==> src/rtl/mem_stream_mux_if.sv <==
// Output stream bundle of mem_stream_mux.
// The master drives the word, valid and last flags; the slave drives ready.
interface mem_stream_mux_if #(
    parameter int W = 48
) ();
    logic [W-1:0] out_data;
    logic         out_valid;
    logic         out_ready;
    logic         out_last;

    modport master (
        output out_data,
        output out_valid,
        output out_last,
        input  out_ready
    );

    modport slave (
        input  out_data,
        input  out_valid,
        input  out_last,
        output out_ready
    );
endinterface

==> src/rtl/mem_stream_mux.sv <==
// Per-BX readout mux: header, tagged port words in port order, trailer.
// A single output register is reloaded only when empty or being accepted.
module mem_stream_mux #(
    parameter int NPORTS    = 12,
    parameter int DWIDTH    = 44,
    parameter int TAG_W     = 4,
    parameter int BX_W      = 3,
    parameter int MAX_WORDS = 108
) (
    input  logic                     clk,
    input  logic                     reset,
    input  logic [BX_W-1:0]          bx_in,
    input  logic                     bx_start,
    input  logic [NPORTS-1:0]        port_valid,
    input  logic [NPORTS*DWIDTH-1:0] port_data,
    output logic [NPORTS-1:0]        port_rd,
    mem_stream_mux_if.master         strm,
    output logic                     busy,
    output logic                     err_overrun
);
    localparam int OW    = TAG_W + DWIDTH;
    localparam int CNT_W = $clog2(MAX_WORDS + 1);
    localparam int CUR_W = (NPORTS > 1) ? $clog2(NPORTS) : 1;

    localparam logic [TAG_W-1:0] TAG_HDR  = {TAG_W{1'b1}};
    localparam logic [TAG_W-1:0] TAG_TRL  = {{(TAG_W-1){1'b1}}, 1'b0};
    localparam logic [CNT_W-1:0] CNT_MAX  = CNT_W'(MAX_WORDS);
    localparam logic [CUR_W-1:0] CUR_LAST = CUR_W'(NPORTS - 1);

    typedef enum logic [1:0] {IDLE, HDR, DATA, TRL} state_t;

    state_t            state;
    logic [BX_W-1:0]   bx_q;
    logic [BX_W-1:0]   pend_bx;
    logic              pending;
    logic              trunc;
    logic [CNT_W-1:0]  count;
    logic [CUR_W-1:0]  cur;
    logic              free;
    logic              take;
    logic              consume;
    logic              late_start;
    logic [DWIDTH-1:0] cur_word;

    function automatic logic [OW-1:0] hdr_word(input logic [BX_W-1:0] bx);
        logic [DWIDTH-1:0] p;
        p = '0;
        p[DWIDTH-1 -: BX_W] = bx;
        return {TAG_HDR, p};
    endfunction

    function automatic logic [OW-1:0] trl_word(
        input logic [BX_W-1:0]  bx,
        input logic [CNT_W-1:0] cnt,
        input logic             tr
    );
        logic [DWIDTH-1:0] p;
        p = '0;
        p[CNT_W-1:0] = cnt;
        p[CNT_W] = tr;
        p[CNT_W+1 +: BX_W] = bx;
        return {TAG_TRL, p};
    endfunction

    assign free       = !strm.out_valid || strm.out_ready;
    assign cur_word   = port_data[int'(cur)*DWIDTH +: DWIDTH];
    assign take       = (state == DATA) && free && !pending &&
                        (count != CNT_MAX) && port_valid[cur];
    assign consume    = (state == TRL) && free && pending;
    assign late_start = (state == TRL) && free && !pending;
    assign busy       = (state != IDLE);

    // Pop strobe for the port whose word is loaded this cycle.
    always_comb begin
        port_rd = '0;
        if (take) port_rd[cur] = 1'b1;
    end

    // Queued BX: a start while busy waits here; a second one overwrites it.
    always_ff @(posedge clk or posedge reset) begin
        if (reset) begin
            pending     <= 1'b0;
            pend_bx     <= '0;
            err_overrun <= 1'b0;
        end else begin
            err_overrun <= 1'b0;
            if (consume) begin
                pending <= bx_start;
                if (bx_start) pend_bx <= bx_in;
            end else if (bx_start && busy && !late_start) begin
                pending     <= 1'b1;
                pend_bx     <= bx_in;
                err_overrun <= pending;
            end
        end
    end

    // Frame sequencer driving the registered output word.
    always_ff @(posedge clk or posedge reset) begin
        if (reset) begin
            state          <= IDLE;
            bx_q           <= '0;
            cur            <= '0;
            count          <= '0;
            trunc          <= 1'b0;
            strm.out_data  <= '0;
            strm.out_valid <= 1'b0;
            strm.out_last  <= 1'b0;
        end else begin
            if (free) begin
                strm.out_valid <= 1'b0;
                strm.out_last  <= 1'b0;
            end
            unique case (state)
                IDLE: if (bx_start) begin
                    bx_q <= bx_in;
                    if (free) begin
                        strm.out_data  <= hdr_word(bx_in);
                        strm.out_valid <= 1'b1;
                        cur            <= '0;
                        count          <= '0;
                        state          <= DATA;
                    end else begin
                        state <= HDR;
                    end
                end
                HDR: if (free) begin
                    strm.out_data  <= hdr_word(bx_q);
                    strm.out_valid <= 1'b1;
                    cur            <= '0;
                    count          <= '0;
                    state          <= DATA;
                end
                DATA: if (free) begin
                    if (pending || count == CNT_MAX) begin
                        trunc <= 1'b1;
                        state <= TRL;
                    end else if (port_valid[cur]) begin
                        strm.out_data  <= {TAG_W'(cur) + TAG_W'(1), cur_word};
                        strm.out_valid <= 1'b1;
                        count          <= count + 1'b1;
                    end else if (cur == CUR_LAST) begin
                        trunc <= 1'b0;
                        state <= TRL;
                    end else begin
                        cur <= cur + 1'b1;
                    end
                end
                TRL: if (free) begin
                    strm.out_data  <= trl_word(bx_q, count, trunc);
                    strm.out_valid <= 1'b1;
                    strm.out_last  <= 1'b1;
                    if (pending) begin
                        bx_q  <= pend_bx;
                        state <= HDR;
                    end else if (bx_start) begin
                        bx_q  <= bx_in;
                        state <= HDR;
                    end else begin
                        state <= IDLE;
                    end
                end
                default: state <= IDLE;
            endcase
        end
    end
endmodule

==> src/flat_wrapper.sv <==
// flat-port wrapper written by rule: the top's interface ports become plain ports
module mem_stream_mux_flat 
#(
    parameter int NPORTS    = 12,
    parameter int DWIDTH    = 44,
    parameter int TAG_W     = 4,
    parameter int BX_W      = 3,
    parameter int MAX_WORDS = 108
)
  (clk, reset, bx_in, bx_start, port_valid, port_data, port_rd, busy, err_overrun, strm_out_data, strm_out_valid, strm_out_last, strm_out_ready);
  mem_stream_mux_if strm_i ();
  input  logic clk;
  input  logic reset;
  input  logic [BX_W-1:0] bx_in;
  input  logic bx_start;
  input  logic [NPORTS-1:0] port_valid;
  input  logic [NPORTS*DWIDTH-1:0] port_data;
  output logic [NPORTS-1:0] port_rd;
  output logic busy;
  output logic err_overrun;
  output wire logic [$bits(strm_i.out_data)-1:0] strm_out_data;
  output wire logic [$bits(strm_i.out_valid)-1:0] strm_out_valid;
  output wire logic [$bits(strm_i.out_last)-1:0] strm_out_last;
  input wire logic [$bits(strm_i.out_ready)-1:0] strm_out_ready;
  assign strm_out_data = strm_i.out_data;
  assign strm_out_valid = strm_i.out_valid;
  assign strm_out_last = strm_i.out_last;
  assign strm_i.out_ready = strm_out_ready;
  mem_stream_mux #(.NPORTS(NPORTS), .DWIDTH(DWIDTH), .TAG_W(TAG_W), .BX_W(BX_W), .MAX_WORDS(MAX_WORDS)) u_core (.clk(clk), .reset(reset), .bx_in(bx_in), .bx_start(bx_start), .port_valid(port_valid), .port_data(port_data), .port_rd(port_rd), .strm(strm_i), .busy(busy), .err_overrun(err_overrun));
endmodule
==> config.mk <==
export PLATFORM = sky130hd
export DESIGN_NAME = mem_stream_mux_flat
export DESIGN_NICKNAME = d
export VERILOG_FILES = /design/src/rtl/mem_stream_mux_if.sv /design/src/rtl/mem_stream_mux.sv /design/src/flat_wrapper.sv
export SDC_FILE = /design/constraint.sdc
export NUM_CORES = 1
export LEC_CHECK = 0
export ABC_AREA = 0
export CORE_AREA = 2 2 238 240
export CTS_BUF_LIST = sky130_fd_sc_hd__clkbuf_2
export DETAILED_ROUTE_END_ITERATION = 7
export DIE_AREA = 0 0 240 242
export GPL_TIMING_DRIVEN = 0
export SLEW_MARGIN = 0
export SYNTH_ARGS = -nofsm -noshare
export SYNTH_HDL_FRONTEND = slang
export SYNTH_SLANG_ARGS = --single-unit
==> constraint.sdc <==
create_clock -name clk -period 2.4 [get_ports clk]
set_input_delay 0.48 -clock clk [delete_from_list [all_inputs] [get_ports clk]]
set_output_delay 0.48 -clock clk [all_outputs]
set_load 0.02 [all_outputs]
### After elaboration in Yosys (flattened, before gate mapping)

Cells that the tools add are included.

| operators by class | value |
|---|---|
| equal/unequal tests | 19 |
| magnitude comparators | 2 |
| reductions and logical operators | 29 |
| shift-type cells | 1 |
| mux-type cells | 61 |
| multiply operators | 1 |
| add/subtract/negate cells | 2 |

Operators by type and width:

| kind | count |
|---|---|
| variable part select 528 x 32 -> 44 bit | 1 |
| 2-to-1 mux 48 bit | 7 |
| case mux 48 bit (4 select lines) | 1 |
| 2-to-1 mux 7 bit | 5 |
| 2-to-1 mux 4 bit | 6 |
| case mux 7 bit (3 select lines) | 1 |
| 2-to-1 mux 1 bit | 19 |
| 2-to-1 mux 2 bit | 9 |
| 2-to-1 mux 3 bit | 6 |
| != test 2 bit, second input constant | 7 |
| 2-to-1 mux 12 bit | 1 |
| case mux 4 bit (3 select lines) | 1 |
| AND reduction 6 bit | 2 |
| logical AND 1 bit | 10 |
| multiplier 4 x 4 -> 8 bit, second input constant | 1 |
| != test 2 x 1 -> 1 bit, second input constant | 4 |
| case mux 2 bit (4 select lines) | 1 |
| nonzero test 2 bit | 4 |
| adder 7 x 1 -> 7 bit, second input constant | 1 |
| equality test 7 bit, second input constant | 1 |
| != test 7 bit, second input constant | 1 |
| AND reduction 7 bit | 1 |
| != test 3 bit, second input constant | 2 |
| case mux 3 bit (2 select lines) | 1 |
| 17 further kinds | 22 |

| storage, ports and cells | value |
|---|---|
| register bits | 72 |

### Longest topological paths before layout

| depth | value |
|---|---|
| word-level depth | 8 |
| gate-level depth with buffers | 10 |
| gate-level depth less buffers | 7 |

### Worst setup path after synthesis

No wires, ideal clock.

| timing path | value |
|---|---|
| kind | flip-flop to output port |
| start | reg u_core.cur[0] |
| end | out port_rd[0] |
| data arrival time | 2251 ps |
| slack | -331 ps |
| cell stages (with the launch flop) | 9 |
| cell sequence | dfrtp_1 -> buf_4 -> clkbuf_1 -> buf_2 -> clkbuf_1 -> inv_1 -> ha_1 -> inv_1 -> nor4_1 |

| on the way | value |
|---|---|
| word-level cells in the longest chain between the ends | 5 |
| elaborated cells between the ends (all ways) | 9 |

Ends and longest elaborated chain:

| item | line | text |
|---|---|---|
| from (decl) | mem_stream_mux.sv:38 | `logic [CUR_W-1:0] cur;` |
| from (signal assigned) | mem_stream_mux.sv:146 | `cur <= cur + 1'b1;` |
| < comparator 4 x 5 -> 1 bit (not written as such) / >= comparator 4 x 1 -> 1 bit (equally long branches) | mem_stream_mux.sv:76 | `if (take) port_rd[cur] = 1'b1;` |
| logical AND 1 bit (not written as such) | mem_stream_mux.sv:76 |  |
| 2-to-1 mux 1 bit (not written as such) | mem_stream_mux.sv:76 |  |
| demux 1 bit (select 4 bit) | - |  |
| 2-to-1 mux 12 bit (*) | mem_stream_mux.sv:76 |  |
| to (decl) | flat_wrapper.sv:18 | `output logic [NPORTS-1:0] port_rd;` |

Mark *: on every way between the ends. The rest lies on a longest branch, timed or not. The select of a mux whose other input is x is not followed.

### Final worst setup path

| timing path | value |
|---|---|
| start | reg u_core.cur[0] |
| end | out port_rd[5] |

The elaborated chain is that of the path after synthesis.

==> flow_metrics.tcl <==
set metrics [dict create \
    nets 1868 \
    initial_core_util 0.1375 \
    period_share 1.351 \
    finalMaxSlewViolations 0 \
    synth_most_common_cell "mux4_2" \
    rsz0062_at_grt "true" \
    final_layout_size_suffix_gt1_frac 0.2606 \
    power_density_nw_per_um2 808.4 \
    seqPwrFrac 0.157 \
    synth_ff_type "dfrtp_1" \
    r2r-end "u_core.strm.out_data[40]" \
    path_class "reg -> out" \
    drt-initial-drc-count 551 \
    yosysUniqueCellTypes 51 \
    whs_path_depth 3 \
    area_growth_pct 106.7 \
    min_path_type "in -> reg" \
    first_pass_iters 5 \
    synth_edf_count 0 \
    drv_cap 0 \
    crit_family "simple AND/OR/NAND/NOR gates" \
    skew_ns 0.06454 \
    outcome "finished with violations" \
    globalRouteOverflowTotal 0 \
    yosys-top-cells-area "mux4_2 (39%), dfrtp_1 (24%), a22oi_1 (5.1%)" \
    crit_chain "buf_12, mux4_2, o22ai_4, or2_4, or3_4, nor2_4, buf_6" \
    crit_slowest_cell "dfrtp_1" \
    fin_ws_ns -0.8418 \
    place_hpwl_um 47250 \
    cp_max_fo 5 \
    power_frac_comb 0.774 \
    regToRegStartpoint "u_core.cur[0]" \
    place_congestion 0.9280 \
    syn-cell-area_um2 7661 \
    postLayoutCoreUtil 0.2841 \
    cp.arrival_ns 2.76 \
    cts_root_buf "clkbuf_2" \
    io_buffers 610 \
    grt.total_usage 0.1891 \
    path_buf_inv 2 \
    wl_um 56400 \
    ys_seq_area_frac 0.2352 \
    io_pins 611 \
    hp-start "bx_start" \
    hold_viol 0 \
    max_freq_ghz 0.3085 \
    antenna_found_initial 12 \
    cts_buffer_depth 2 \
    detail_route.vias_per_cell 4.440 \
    avgSynthCellArea_um2 11.84 \
    internal-power_mw 6.898 \
    fillers 5877 \
    synth_common_cells "mux4_2 (131), dfrtp_1 (72), nand2_1 (55), a21oi_1 (54), a22oi_1 (52)" \
    die_x_um 240 \
    synth_seq_cells 72 \
    grt_max_degree 47 \
    num_rows 87 \
    dieArea_um2 58080 \
    vias 9226 \
    critPathLaunchType "register" \
    syn-num-nets 1204 \
    min_period_ns 3.242 \
    r2r_setup_slack_ns -0.55 \
    p_clk_frac 0.069 \
    irDropWorstVdd_v 0.0004215 \
    violations "negative setup slack" \
    grt_first_pass_wirelength_um 75940 \
    clk_transition_reported_paths_ns 0.32 \
    grt_pass1_vias 9908 \
    core-area_um2 55730 \
    clock_sinks 72 \
    netSwitchingFraction 0.4612 \
    ys.warnings.count 0 \
    cts_tree "done" \
    htreeDepth 3 \
    synth_top_area_cell "mux4_2" \
    finalSetupTns_ns -33.26 \
    end_kind "output pin" \
    setup_viol 63 \
    min_to "u_core.err_overrun" \
    p_sw_mw 5.905 \
    slew_headroom 0.4098 \
    syn_inst 647 \
    die_h_um 242 \
    hold_slack_ns 0.3809 \
    synth.top_cell.area_share 0.3851 \
    ys_async_sr_fraction 1.000 \
    cpPeakStageDelay_ns 0.48 \
    antenna_left 0 \
    wl_per_cell_um 27.14 \
    required_ns 1.92 \
    worst_pin_slew_ns 0.8853 \
    total_leakage_power_nw 5.944 \
    post-route-drc-count 0 \
    cts_made_buffers 9 \
    clk_latency_ns 0.77 \
    reg2reg_depth 12 \
]
==> how the worst max path moves through the flow <==
| stage | startpoint | endpoint | slack [ns] | cells after the start |
|---|---|---|---|---|
| after floorplan | u_core.cur[0] | port_rd[10] | -0.05 | 8 |
| after global placement | reset | u_core.strm.out_data[46] | -1.78 | 2 |
| after detailed placement | u_core.cur[0] | port_rd[0] | -1.70 | 9 |
| after CTS | u_core.cur[0] | port_rd[4] | -0.95 | 7 |
| after global routing | u_core.count[1] | port_rd[5] | -1.02 | 8 |
| final | u_core.cur[0] | port_rd[5] | -0.84 | 7 |
==> kinds of logic after synthesis <==
group | Yosys count | synth area share
mux | 195 | 0.4873
compound gates | 161 | 0.1374
simple gates | 123 | 0.07431
buf+inv | 84 | 0.04720
flops | 72 | 0.2352
fa+ha+maj | 10 | 0.01633
xor+xnor | 2 | 0.002287
==> layout make-up <==
type / instances / area [um^2] / share of cell area
antenna: 6 / 15.01 / 0.0009481
clock inverter: 7 / 68.82 / 0.004345
tap: 756 / 945.9 / 0.05973
inverter: 16 / 80.08 / 0.005057
timing repair buffer: 655 / 6545 / 0.4133
clock buffer: 9 / 45.04 / 0.002844
sequential: 72 / 1802 / 0.1138
buffer: 66 / 535.5 / 0.03382
multi-input combinational: 491 / 5799 / 0.3662
==> through the flow <==
step | instance area (um^2) | worst slack [ns] | cells | total power, mW
global route | 15830 | -1.024 | 2075 | 13.60
finish | 15840 | -0.8418 | 2078 | 12.80
floorplan | 7745 | -0.05140 | 647 | 6.898
global placement | 14800 | -1.777 | 2013 | 10.51
CTS | 15660 | -0.9473 | 2062 | 12.76
detailed placement | 14830 | -1.697 | 2014 | 10.63
==> cells in the final DEF, fill, tap and decap left out, types with 5 or more instances in the layout <==
cell type,Yosys,layout
a21oi_1,54,54
a22oi_1,52,52
a31oi_1,5,5
buf_12,0,10
buf_16,0,6
buf_2,10,9
buf_4,3,40
buf_6,3,16
clkbuf_1,39,24
clkbuf_2,0,15
clkdlybuf4s50_1,0,546
dfrtp_1,72,72
diode_2,0,6
dlygate4sd2_1,0,49
ha_1,10,6
inv_1,15,6
mux2_2,34,33
mux2_4,20,21
mux2i_1,10,7
mux4_2,131,131
nand2_1,55,53
nor2_1,20,16
nor3_1,15,8
o211ai_1,8,8
o21ai_0,14,12
==> power groups by stage <==
stage	Combinational, mW	Clock [mW]	Sequential (mW)
2_1_floorplan	4.53	0	2.37
3_3_place_gp	8.50	0	2.00
3_5_place_dp	8.60	0	2.02
4_1_cts	9.79	0.967	2.00
5_1_grt	10.5	0.997	2.07
6_report	9.91	0.884	2.01
==> registers in the layout, indices dropped and copies added, names as in the netlist, named ones only <==
name and count:
u_core.strm.out_data 48, u_core.state 2, u_core.trunc 1, u_core.bx_q 3, u_core.count 7, u_core.cur 4, u_core.pend_bx 3, u_core.pending 1
u_core.err_overrun 1
==> worst register-to-register path, stage by stage, from the launching register on <==
cell	delay, ns
dfrtp_1	0.48
buf_12	0.15
mux4_2	0.36
o22ai_4	0.08
buf_4	0.14
buf_6	0.12
buf_4	0.13
o211a_1	0.20
buf_6	0.12
or4_4	0.47
buf_12	0.18
buf_12	0.15
mux2_2	0.27
==> routing by layer <==
metal | vias up | wire, um | track usage
li1 | 3986 | - | -
met1 | 4734 | 24110 | 0.2423
met2 | 448 | 27620 | 0.3214
met3 | 48 | 3528 | 0.04193
met4 | 10 | 1081 | 0.04457
met5 | - | 57 | 0
==> what timing repair did <==
action	4_1_cts	5_1_grt
pin swaps	13	10
hold buffers	1	0
setup endpoints to repair	122	79
setup buffers	29	11
cloned	4	0
resized for setup	258	32
endpoints found under the hold margin	26	0
(Power assumes the default switching activity.)
